<file path="config.mk">
export PLATFORM = sky130hd
export DESIGN_NAME = dcache_axi_bridge
export DESIGN_NICKNAME = d
export VERILOG_FILES = /design/src/rtl/dcache_axi_bridge_pkg.sv /design/src/rtl/dcache_line_buf.sv /design/src/rtl/dcache_axi_bridge.sv
export SDC_FILE = /design/constraint.sdc
export NUM_CORES = 2
export LEC_CHECK = 0
export BUFFER_PORTS_ARGS = -buffer_cell sky130_fd_sc_hd__buf_2
export CORE_AREA = 2 2 502 504
export DETAILED_ROUTE_END_ITERATION = 10
export DIE_AREA = 0 0 504 506
export GPL_ROUTABILITY_DRIVEN = 0
export HOLD_SLACK_MARGIN = 0.15
export RECOVER_POWER = 50
export SETUP_SLACK_MARGIN = 0.5
export SLEW_MARGIN = 20
export SYNTH_ARGS = -nofsm -noshare
export SYNTH_HDL_FRONTEND = slang
export SYNTH_HIERARCHICAL = 1
export SYNTH_SLANG_ARGS = --single-unit
</file>
<file path="constraint.sdc">
create_clock -name clk -period 17 [get_ports clk]
set_input_delay 0.85 -clock clk [delete_from_list [all_inputs] [get_ports clk]]
set_output_delay 0.85 -clock clk [all_outputs]
set_load 0.03 [all_outputs]
</file>
<file path="src/rtl/dcache_axi_bridge_pkg.sv">
// Shared constants and state encoding for the dcache-to-AXI miss/uncached bridge.
package dcache_axi_bridge_pkg;

    localparam int DCACHE_LINE_WORDS = 16;
    localparam int DCACHE_ADDR_W     = 32;
    localparam int DCACHE_LINE_W     = DCACHE_LINE_WORDS * 32;

    localparam logic [1:0] AXI_BURST_INCR = 2'b01;
    localparam logic [2:0] AXI_SIZE_WORD  = 3'b010;

    typedef enum logic [5:0] {
        S_IDLE    = 6'b000001,
        S_RD_ADDR = 6'b000010,
        S_RD_DATA = 6'b000100,
        S_WR_ADDR = 6'b001000,
        S_WR_DATA = 6'b010000,
        S_WR_RESP = 6'b100000
    } bridge_state_t;

endpackage

</file>
<file path="src/rtl/dcache_line_buf.sv">
// Cache-line assembly buffer: one 32-bit lane written per beat, whole line always visible.
module dcache_line_buf #(
    parameter int LINE_WORDS = 16,
    parameter int IDX_W      = $clog2(LINE_WORDS)
) (
    input  logic                     clk,
    input  logic                     rst,
    input  logic                     i_we,
    input  logic [IDX_W-1:0]         i_idx,
    input  logic [31:0]              i_wdata,
    output logic [LINE_WORDS*32-1:0] o_line
);

    logic [31:0] r_words [LINE_WORDS];

    always_ff @(posedge clk or posedge rst) begin
        if (rst) begin
            for (int i = 0; i < LINE_WORDS; i++) r_words[i] <= '0;
        end else if (i_we) begin
            r_words[i_idx] <= i_wdata;
        end
    end

    always_comb begin
        for (int i = 0; i < LINE_WORDS; i++) o_line[i*32 +: 32] = r_words[i];
    end

endmodule

</file>
<file path="src/rtl/dcache_axi_bridge.sv">
// Executes dcache line fills, write-backs and uncached word accesses as single
// outstanding AXI transactions, returning completion pulses and the fetched line.
//
// state   | meaning
// IDLE    | waiting for a request pulse; requests are latched here only
// RD_ADDR | AR valid, waiting for arready
// RD_DATA | accepting R beats until rlast
// WR_ADDR | AW valid, waiting for awready
// WR_DATA | issuing W beats
// WR_RESP | waiting for the B response
module dcache_axi_bridge
    import dcache_axi_bridge_pkg::*;
#(
    parameter int LINE_WORDS = DCACHE_LINE_WORDS,
    parameter int ADDR_W     = DCACHE_ADDR_W
) (
    input  logic                     clk,
    input  logic                     rst,
    input  logic                     ca_rreq_i,
    input  logic                     ca_wreq_i,
    input  logic                     uc_rreq_i,
    input  logic                     uc_wreq_i,
    input  logic [ADDR_W-1:0]        addr_i,
    input  logic [LINE_WORDS*32-1:0] wline_i,
    input  logic [31:0]              uc_wdata_i,
    input  logic [3:0]               uc_wstrb_i,
    output logic [LINE_WORDS*32-1:0] cacheline_rdata_o,
    output logic                     rend_o,
    output logic                     write_ok_o,
    output logic                     wend_o,
    output logic                     busy_o,
    output logic [ADDR_W-1:0]        araddr_o,
    output logic [7:0]               arlen_o,
    output logic [2:0]               arsize_o,
    output logic [1:0]               arburst_o,
    output logic                     arvalid_o,
    input  logic                     arready_i,
    input  logic [31:0]              rdata_i,
    input  logic [1:0]               rresp_i,
    input  logic                     rlast_i,
    input  logic                     rvalid_i,
    output logic                     rready_o,
    output logic [ADDR_W-1:0]        awaddr_o,
    output logic [7:0]               awlen_o,
    output logic [2:0]               awsize_o,
    output logic [1:0]               awburst_o,
    output logic                     awvalid_o,
    input  logic                     awready_i,
    output logic [31:0]              wdata_o,
    output logic [3:0]               wstrb_o,
    output logic                     wlast_o,
    output logic                     wvalid_o,
    input  logic                     wready_i,
    input  logic [1:0]               bresp_i,
    input  logic                     bvalid_i,
    output logic                     bready_o
);

    localparam int         IDX_W  = $clog2(LINE_WORDS);
    localparam logic [7:0] CA_LEN = 8'(LINE_WORDS - 1);

    bridge_state_t           r_state, w_state_nxt;
    logic                    r_is_ca;
    logic [ADDR_W-1:0]       r_addr;
    logic [LINE_WORDS*32-1:0] r_wline;
    logic [31:0]             r_wdata;
    logic [3:0]              r_wstrb;
    logic [IDX_W-1:0]        r_cnt;
    logic                    r_rend, r_write_ok, r_wend;

    logic                    w_any_req, w_req_ca, w_req_wr;
    logic                    w_r_hs, w_w_hs, w_b_hs, w_w_last;
    logic [7:0]              w_len;
    logic [31:0]             w_wline_word;
    logic [IDX_W-1:0]        w_buf_idx;
    logic                    w_unused;

    // Response codes carry no error path in this bridge.
    assign w_unused = ^{rresp_i, bresp_i};

    assign w_any_req    = uc_rreq_i | uc_wreq_i | ca_rreq_i | ca_wreq_i;
    assign w_req_ca     = !uc_rreq_i && !uc_wreq_i;
    assign w_req_wr     = !uc_rreq_i && (uc_wreq_i || !ca_rreq_i);
    assign w_r_hs       = (r_state == S_RD_DATA) && rvalid_i;
    assign w_w_hs       = (r_state == S_WR_DATA) && wready_i;
    assign w_b_hs       = (r_state == S_WR_RESP) && bvalid_i;
    assign w_w_last     = r_is_ca ? (r_cnt == IDX_W'(LINE_WORDS - 1)) : 1'b1;
    assign w_len        = r_is_ca ? CA_LEN : 8'd0;
    assign w_wline_word = r_wline[{r_cnt, 5'b0} +: 32];
    assign w_buf_idx    = r_is_ca ? r_cnt : r_addr[IDX_W+1:2];

    assign rend_o     = r_rend;
    assign write_ok_o = r_write_ok;
    assign wend_o     = r_wend;
    assign busy_o     = (r_state != S_IDLE);

    always_ff @(posedge clk or posedge rst) begin
        if (rst) r_state <= S_IDLE;
        else     r_state <= w_state_nxt;
    end

    always_comb begin
        w_state_nxt = r_state;
        arvalid_o   = 1'b0;
        araddr_o    = '0;
        arlen_o     = '0;
        arsize_o    = '0;
        arburst_o   = '0;
        rready_o    = 1'b0;
        awvalid_o   = 1'b0;
        awaddr_o    = '0;
        awlen_o     = '0;
        awsize_o    = '0;
        awburst_o   = '0;
        wvalid_o    = 1'b0;
        wdata_o     = '0;
        wstrb_o     = '0;
        wlast_o     = 1'b0;
        bready_o    = 1'b0;
        case (r_state)
            S_IDLE: begin
                if (w_any_req) w_state_nxt = w_req_wr ? S_WR_ADDR : S_RD_ADDR;
            end
            S_RD_ADDR: begin
                arvalid_o = 1'b1;
                araddr_o  = r_addr;
                arlen_o   = w_len;
                arsize_o  = AXI_SIZE_WORD;
                arburst_o = AXI_BURST_INCR;
                if (arready_i) w_state_nxt = S_RD_DATA;
            end
            S_RD_DATA: begin
                rready_o = 1'b1;
                if (rvalid_i && rlast_i) w_state_nxt = S_IDLE;
            end
            S_WR_ADDR: begin
                awvalid_o = 1'b1;
                awaddr_o  = r_addr;
                awlen_o   = w_len;
                awsize_o  = AXI_SIZE_WORD;
                awburst_o = AXI_BURST_INCR;
                if (awready_i) w_state_nxt = S_WR_DATA;
            end
            S_WR_DATA: begin
                wvalid_o = 1'b1;
                wdata_o  = r_is_ca ? w_wline_word : r_wdata;
                wstrb_o  = r_is_ca ? 4'hF : r_wstrb;
                wlast_o  = w_w_last;
                if (wready_i && w_w_last) w_state_nxt = S_WR_RESP;
            end
            S_WR_RESP: begin
                bready_o = 1'b1;
                if (bvalid_i) w_state_nxt = S_IDLE;
            end
            default: w_state_nxt = S_IDLE;
        endcase
    end

    always_ff @(posedge clk or posedge rst) begin
        if (rst) begin
            r_is_ca    <= 1'b0;
            r_addr     <= '0;
            r_wline    <= '0;
            r_wdata    <= '0;
            r_wstrb    <= '0;
            r_cnt      <= '0;
            r_rend     <= 1'b0;
            r_write_ok <= 1'b0;
            r_wend     <= 1'b0;
        end else begin
            r_rend     <= w_r_hs && rlast_i;
            r_write_ok <= w_b_hs && r_is_ca;
            r_wend     <= w_b_hs && !r_is_ca;
            if ((r_state == S_IDLE) && w_any_req) begin
                r_is_ca <= w_req_ca;
                r_addr  <= addr_i;
                r_wline <= wline_i;
                r_wdata <= uc_wdata_i;
                r_wstrb <= uc_wstrb_i;
                r_cnt   <= '0;
            end else if (w_r_hs || w_w_hs) begin
                r_cnt <= r_cnt + 1'b1;
            end
        end
    end

    dcache_line_buf #(
        .LINE_WORDS (LINE_WORDS),
        .IDX_W      (IDX_W)
    ) u_line_buf (
        .clk     (clk),
        .rst     (rst),
        .i_we    (w_r_hs),
        .i_idx   (w_buf_idx),
        .i_wdata (rdata_i),
        .o_line  (cacheline_rdata_o)
    );

endmodule

</file>
Word-level counts from Yosys, hierarchy flattened
Index checks and enable logic that the tools add are counted.
{ "op_classes": {"n_addsub": 1, "n_lt_le_gt_ge": 2, "n_eq_ne": 14, "shift": 1, "n_mux": 34, "bitwise": 4, "reduce_logical": 20} }
{ "ops": {"columns": ["operator", "n"], "rows": [
  ["512-bit bitwise mux", 1],
  ["512-bit by 10-bit variable part select with 32-bit output", 1],
  ["32-bit two-way mux", 5],
  ["32-bit demux with 4-bit select", 1],
  ["4-bit two-way mux", 9],
  ["6-bit two-way mux", 6],
  ["6-bit one-hot mux with 6 select lines", 1],
  ["1-bit logical AND", 12],
  ["1-bit two-way mux", 9],
  ["2-bit != test, second input constant", 4],
  ["6-bit by 1-bit equality test with 1-bit output, second input constant", 1],
  ["6-bit by 2-bit equality test with 1-bit output, second input constant", 1],
  ["6-bit by 3-bit equality test with 1-bit output, second input constant", 1],
  ["6-bit by 4-bit equality test with 1-bit output, second input constant", 1],
  ["6-bit by 5-bit equality test with 1-bit output, second input constant", 1],
  ["6-bit equality test, second input constant", 1],
  ["6-bit by 1-bit != test with 1-bit output, second input constant", 1],
  ["6-bit AND reduction", 1],
  ["5-bit greater-or-equal comparator, second input constant", 1],
  ["5-bit by 1-bit less-than comparator with 1-bit output, second input constant", 1],
  ["4-bit NOT with 5-bit output", 1],
  ["4-bit by 1-bit adder with 4-bit output, second input constant", 1],
  ["4-bit equality test, second input constant", 1],
  ["1-bit zero test", 4],
  ["5 further kinds", 10]
]} }
{ "word_totals": {"register_bits": 1106, "input_bits": 628, "output_inout_bits": 648, "wordCells": 102} }

Logic depth before layout (Yosys ltp)
{ "logic_depth": {"ltp_word": 7, "depth_mapped": 10, "depth_no_buf": 6} }

Cells and area by module
Netlist, hierarchy kept.
{ "modules_own_cells": {"columns": ["module", "n_inst", "cells_each", "area_each_um2"], "rows": [
  ["dcache_axi_bridge", 1, 2982, 27189.8],
  ["dcache_line_buf", 1, 1135, 19127.1]
]} }

Worst setup path before layout
OpenSTA, ideal clock, no wires.
{ "synth_timing": {"path_type": "flip-flop to output port", "startpoint": "register r_state[5]", "endpoint": "output awlen_o[1]", "t_arrival_ns": 2.230, "slack_ns": 13.920, "path_stages_with_launch": 6, "cell_sequence": "dfrtp_1 or4_1 or3b_1 clkbuf_1 nor2_1 buf_4"} }
{ "synth_via": {"elab_chain_cells": 2} }
{ "synth_rtl": {"columns": ["item", "line_no", "source"], "rows": [
  ["from (decl)", "dcache_axi_bridge.sv:62", "bridge_state_t r_state, w_state_nxt;"],
  ["from (signal assigned)", "dcache_axi_bridge.sv:99", "else r_state <= w_state_nxt;"],
  ["6-bit by 4-bit equality test with 1-bit output", "dcache_axi_bridge.sv:120", "case (r_state)"],
  ["4-bit two-way mux", "dcache_axi_bridge.sv:120", null],
  ["to (decl)", "dcache_axi_bridge.sv:44", "output logic [7:0] awlen_o,"]
]} }
Every way passes these cells.

==> results.cfg <==
[sta]
final-max-slew-violation-count = 791
worst_clock_skew_ps = 31.8
finalSetupViolations = 0
rsz0062_at_grt = no
tns_ps = 0
worst-slew-pin-transition_ps = 4040
timing.hold.ws_ps = 239
timing.final.hold_violations = 0
finalCriticalPeriod_ps = 8260
max_slew_headroom_pct = -170
fmaxAchievable_mhz = 121
final_min_period_over_clock_period_pct = 48.6

[synth]
netlist_area_sq_mm = 0.0463
synth-seq-cells = 1106
syn_area_per_cell_sq_um = 11.3
synth.yosys.seq_area_share_pct = 59.8
synth_async_sr_flop_share_pct = 100
dominantRegCellSynth = dfrtp_1
netlist-cell-type-count = 43
synthesis.instances = 4117
ys_warn_count = 6
count_of_flip_flops_with_a_built_in_enable_after_synthesis = 0

[die]
placementRows = 184
dieHeight_um = 506
boundaryPins = 1276
die_w_um = 504
initial_utilization_pct = 18.5
placeableCoreArea_sq_mm = 0.250
design.die.area_sq_mm = 0.255

[critical_path]
worstPathMaxFanout = 79
cp_max_stage_cell = clkbuf_1
rr_worst_depth = 7
path_depth = 5
startpoint = rst
worst_setup_path_end_kind = asynchronous set/reset pin
crit_type = in -> async
worst_path_most_repeated_cell = clkbuf_1
critPathBufInv = 5
critical-path-top-delay-family = buffers and inverters
crit_path_cell_trace = dlygate4sd3_1, clkbuf_1, clkinvlp_2, clkbuf_1, clkbuf_1
timing.critical_path.required_ps = 17140
worst_ep_arrival_time_ps = 8400
startpoint_type = primary input
worst_r2r_startpoint = r_state[3]$_DFFE_PP0P_
slowest_stage_delay_on_critical_path_ps = 2480

[power]
cellPowerDensity_mw_per_mm2 = 187
total_leakage_power_uw = 0.0300
vdd.ir_drop.worst_mv = 0.234

[clock_network]
worst_skew_pair.late_latency_ps = 800
tritoncts = done
cts.path.max_buffers = 3
clk_pin_slew_worst_paths_ps = 60
ctsHtreeMaxLevel = 4
post-cts-setup-buffers = 0
cts_root_buf = clkbuf_16
cts_made_buffers = 133
clock_sinks = 1106

[global_routing]
grt_max_degree = 221
antenna_found_initial = 110
grt_pass1_vias = 37100
grt_pass1_wl_um = 288000
grt_util_all_layers_pct = 15.8
total_congestion_overflow_after_global_routing = 0

[routing]
postRouteAntennaNets = 0
routed_wire_length_per_instance_um = 23.6
drt_drc_violations_left = 0
vias = 36600
total_routed_length_um = 208000
route.detailed.vias_per_inst = 4.17
drt_first_pass_iters = 5
drt_iter0_markers = 2849

[final_layout]
nFillCells = 27000
layout-area-overhead-vs-synth_pct = 29.7
final_cell_mix = 1747 x nand2_1, 1104 x dfrtp_1, 741 x buf_2, 549 x clkbuf_1, 505 x mux2_2
drive_above_1_share_pct = 31.0
finalNetCount = 5911
commonest_non_fill_non_tap_cell_in_the_layout = nand2_1

[outcome]
outcome = finished, violations left
violations = max-capacitance violations, max-slew violations

[placement]
port_bufs = 1257
place.detailed.hpwl_um = 155000

[job]
total_of_max_cap_violations = 14

[min_path]
hold-path-cell-count = 3
worstHoldStart = wline_i[407]
hold_path_class = in -> reg
[where the power goes]
part	leakage [uW]	internal (uW)	switching, uW
clock network	0.00225	1750	1260
registers	0.0144	3570	615
logic	0.0133	1220	2780
total	0.0300	6550	4650
[final timing paths]
path / to / slack (ps)
worst max-delay path: u_line_buf/o_line[169]$_DFFE_PP0P_ / 8740
worst max register to register: r_wline[220]$_DFFE_PP0P_ / 10010
worst min register to register: r_wline[224]$_DFFE_PP0P_ / 470
min in group asynchronous: r_wline[30]$_DFFE_PP0P_ / 960
worst min-delay path: r_wline[407]$_DFFE_PP0P_ / 240
max in group clk: wdata_o[9] / 9560
[layer usage]
layer | vias up | global-route usage (%) | routed length, um
met1 | 18500 | 21.1 | 89200
met4 | 50 | 6.35 | 7830
met2 | 1794 | 23.7 | 90200
met5 | - | 0 | 298
met3 | 360 | 5.02 | 20000
li1 | 15900 | - | -
[worst min-delay path: stages]
cell	delay [ps]
buf_2	70
nand2_1	40
nand2_1	50
[registers in the layout, indices dropped and copies added, names as in the netlist]
register and cells:
r_addr 32, r_cnt 4, r_is_ca 1, r_state 6
r_wdata 32, r_wline 512, r_wstrb 4, rend_o 1
u_line_buf/o_line 512, wend_o 1, write_ok_o 1
[cell families (layout without fill, tap and decap cells)]
kind of cell / Yosys count / in the layout / share of synthesized area [%]
simple gates: 1906 / 1906 / 16.0
flops: 1106 / 1106 / 59.8
compound gates: 142 / 142 / 1.95
xor+xnor: 1 / 1 / 0.0189
mux: 647 / 647 / 18.8
fa+ha+maj: 1 / 1 / 0.0270
other cells: 1 / 69 / 0.00810
buf+inv: 313 / 1569 / 3.37
[per-stage QoR]
step | setup WS, ps | util (%) | cells | cell area (sq um) | power [uW]
6_report | 8740 | 24.0 | 8789 | 60100 | 11200
5_1_grt | 7300 | 24.0 | 8748 | 60000 | 11900
4_1_cts | 10570 | 24.2 | 8732 | 60600 | 11400
3_5_place_dp | 11450 | 22.4 | 8489 | 56000 | 8310
3_3_place_gp | 11440 | 22.4 | 8488 | 56000 | 8200
2_1_floorplan | 1850 | - | 4130 | 46400 | 6840
[synth_stat cells (2+ instances only)]
library cell | n | area share (%)
mux2_1 | 11 | 0.27
nand2b_1 | 7 | 0.095
inv_2 | 2 | 0.016
o22ai_1 | 3 | 0.041
nor2b_1 | 4 | 0.054
nor2_1 | 58 | 0.47
nand3b_1 | 4 | 0.065
buf_6 | 3 | 0.073
a22oi_1 | 64 | 1.0
nor3b_2 | 2 | 0.054
nor4_1 | 2 | 0.027
inv_1 | 6 | 0.049
dfrtp_1 | 1105 | 60
or4_1 | 3 | 0.049
a21oi_1 | 67 | 0.72
buf_2 | 191 | 2.1
o21bai_1 | 2 | 0.032
or3_1 | 2 | 0.027
nand3_1 | 2 | 0.022
clkbuf_1 | 76 | 0.62
mux4_2 | 128 | 6.2
and3_1 | 4 | 0.054
buf_4 | 32 | 0.52
and2_1 | 66 | 0.89
or3b_1 | 2 | 0.038
mux2i_1 | 3 | 0.065
mux2_2 | 505 | 12
nand2_1 | 1748 | 14
[final cells by class]
type	instances	area, sq um	share of cell area [%]
Antenna cell	55	138	0.229
Clock buffer	182	3830	6.37
Clock inverter	57	782	1.30
Inverter	9	37.5	0.0625
Multi-Input combinational cell	2711	17300	28.7
Sequential cell	1106	27700	46.1
Tap cell	3348	4190	6.97
Timing Repair Buffer	1321	6180	10.3
[what timing repair did]
item | 4_1_cts | 5_1_grt
endpoints found under the hold margin | 93 | 0
gates resized for setup | 0 | 0
hold buffers | 4 | 0
(Power assumes the default switching activity.)
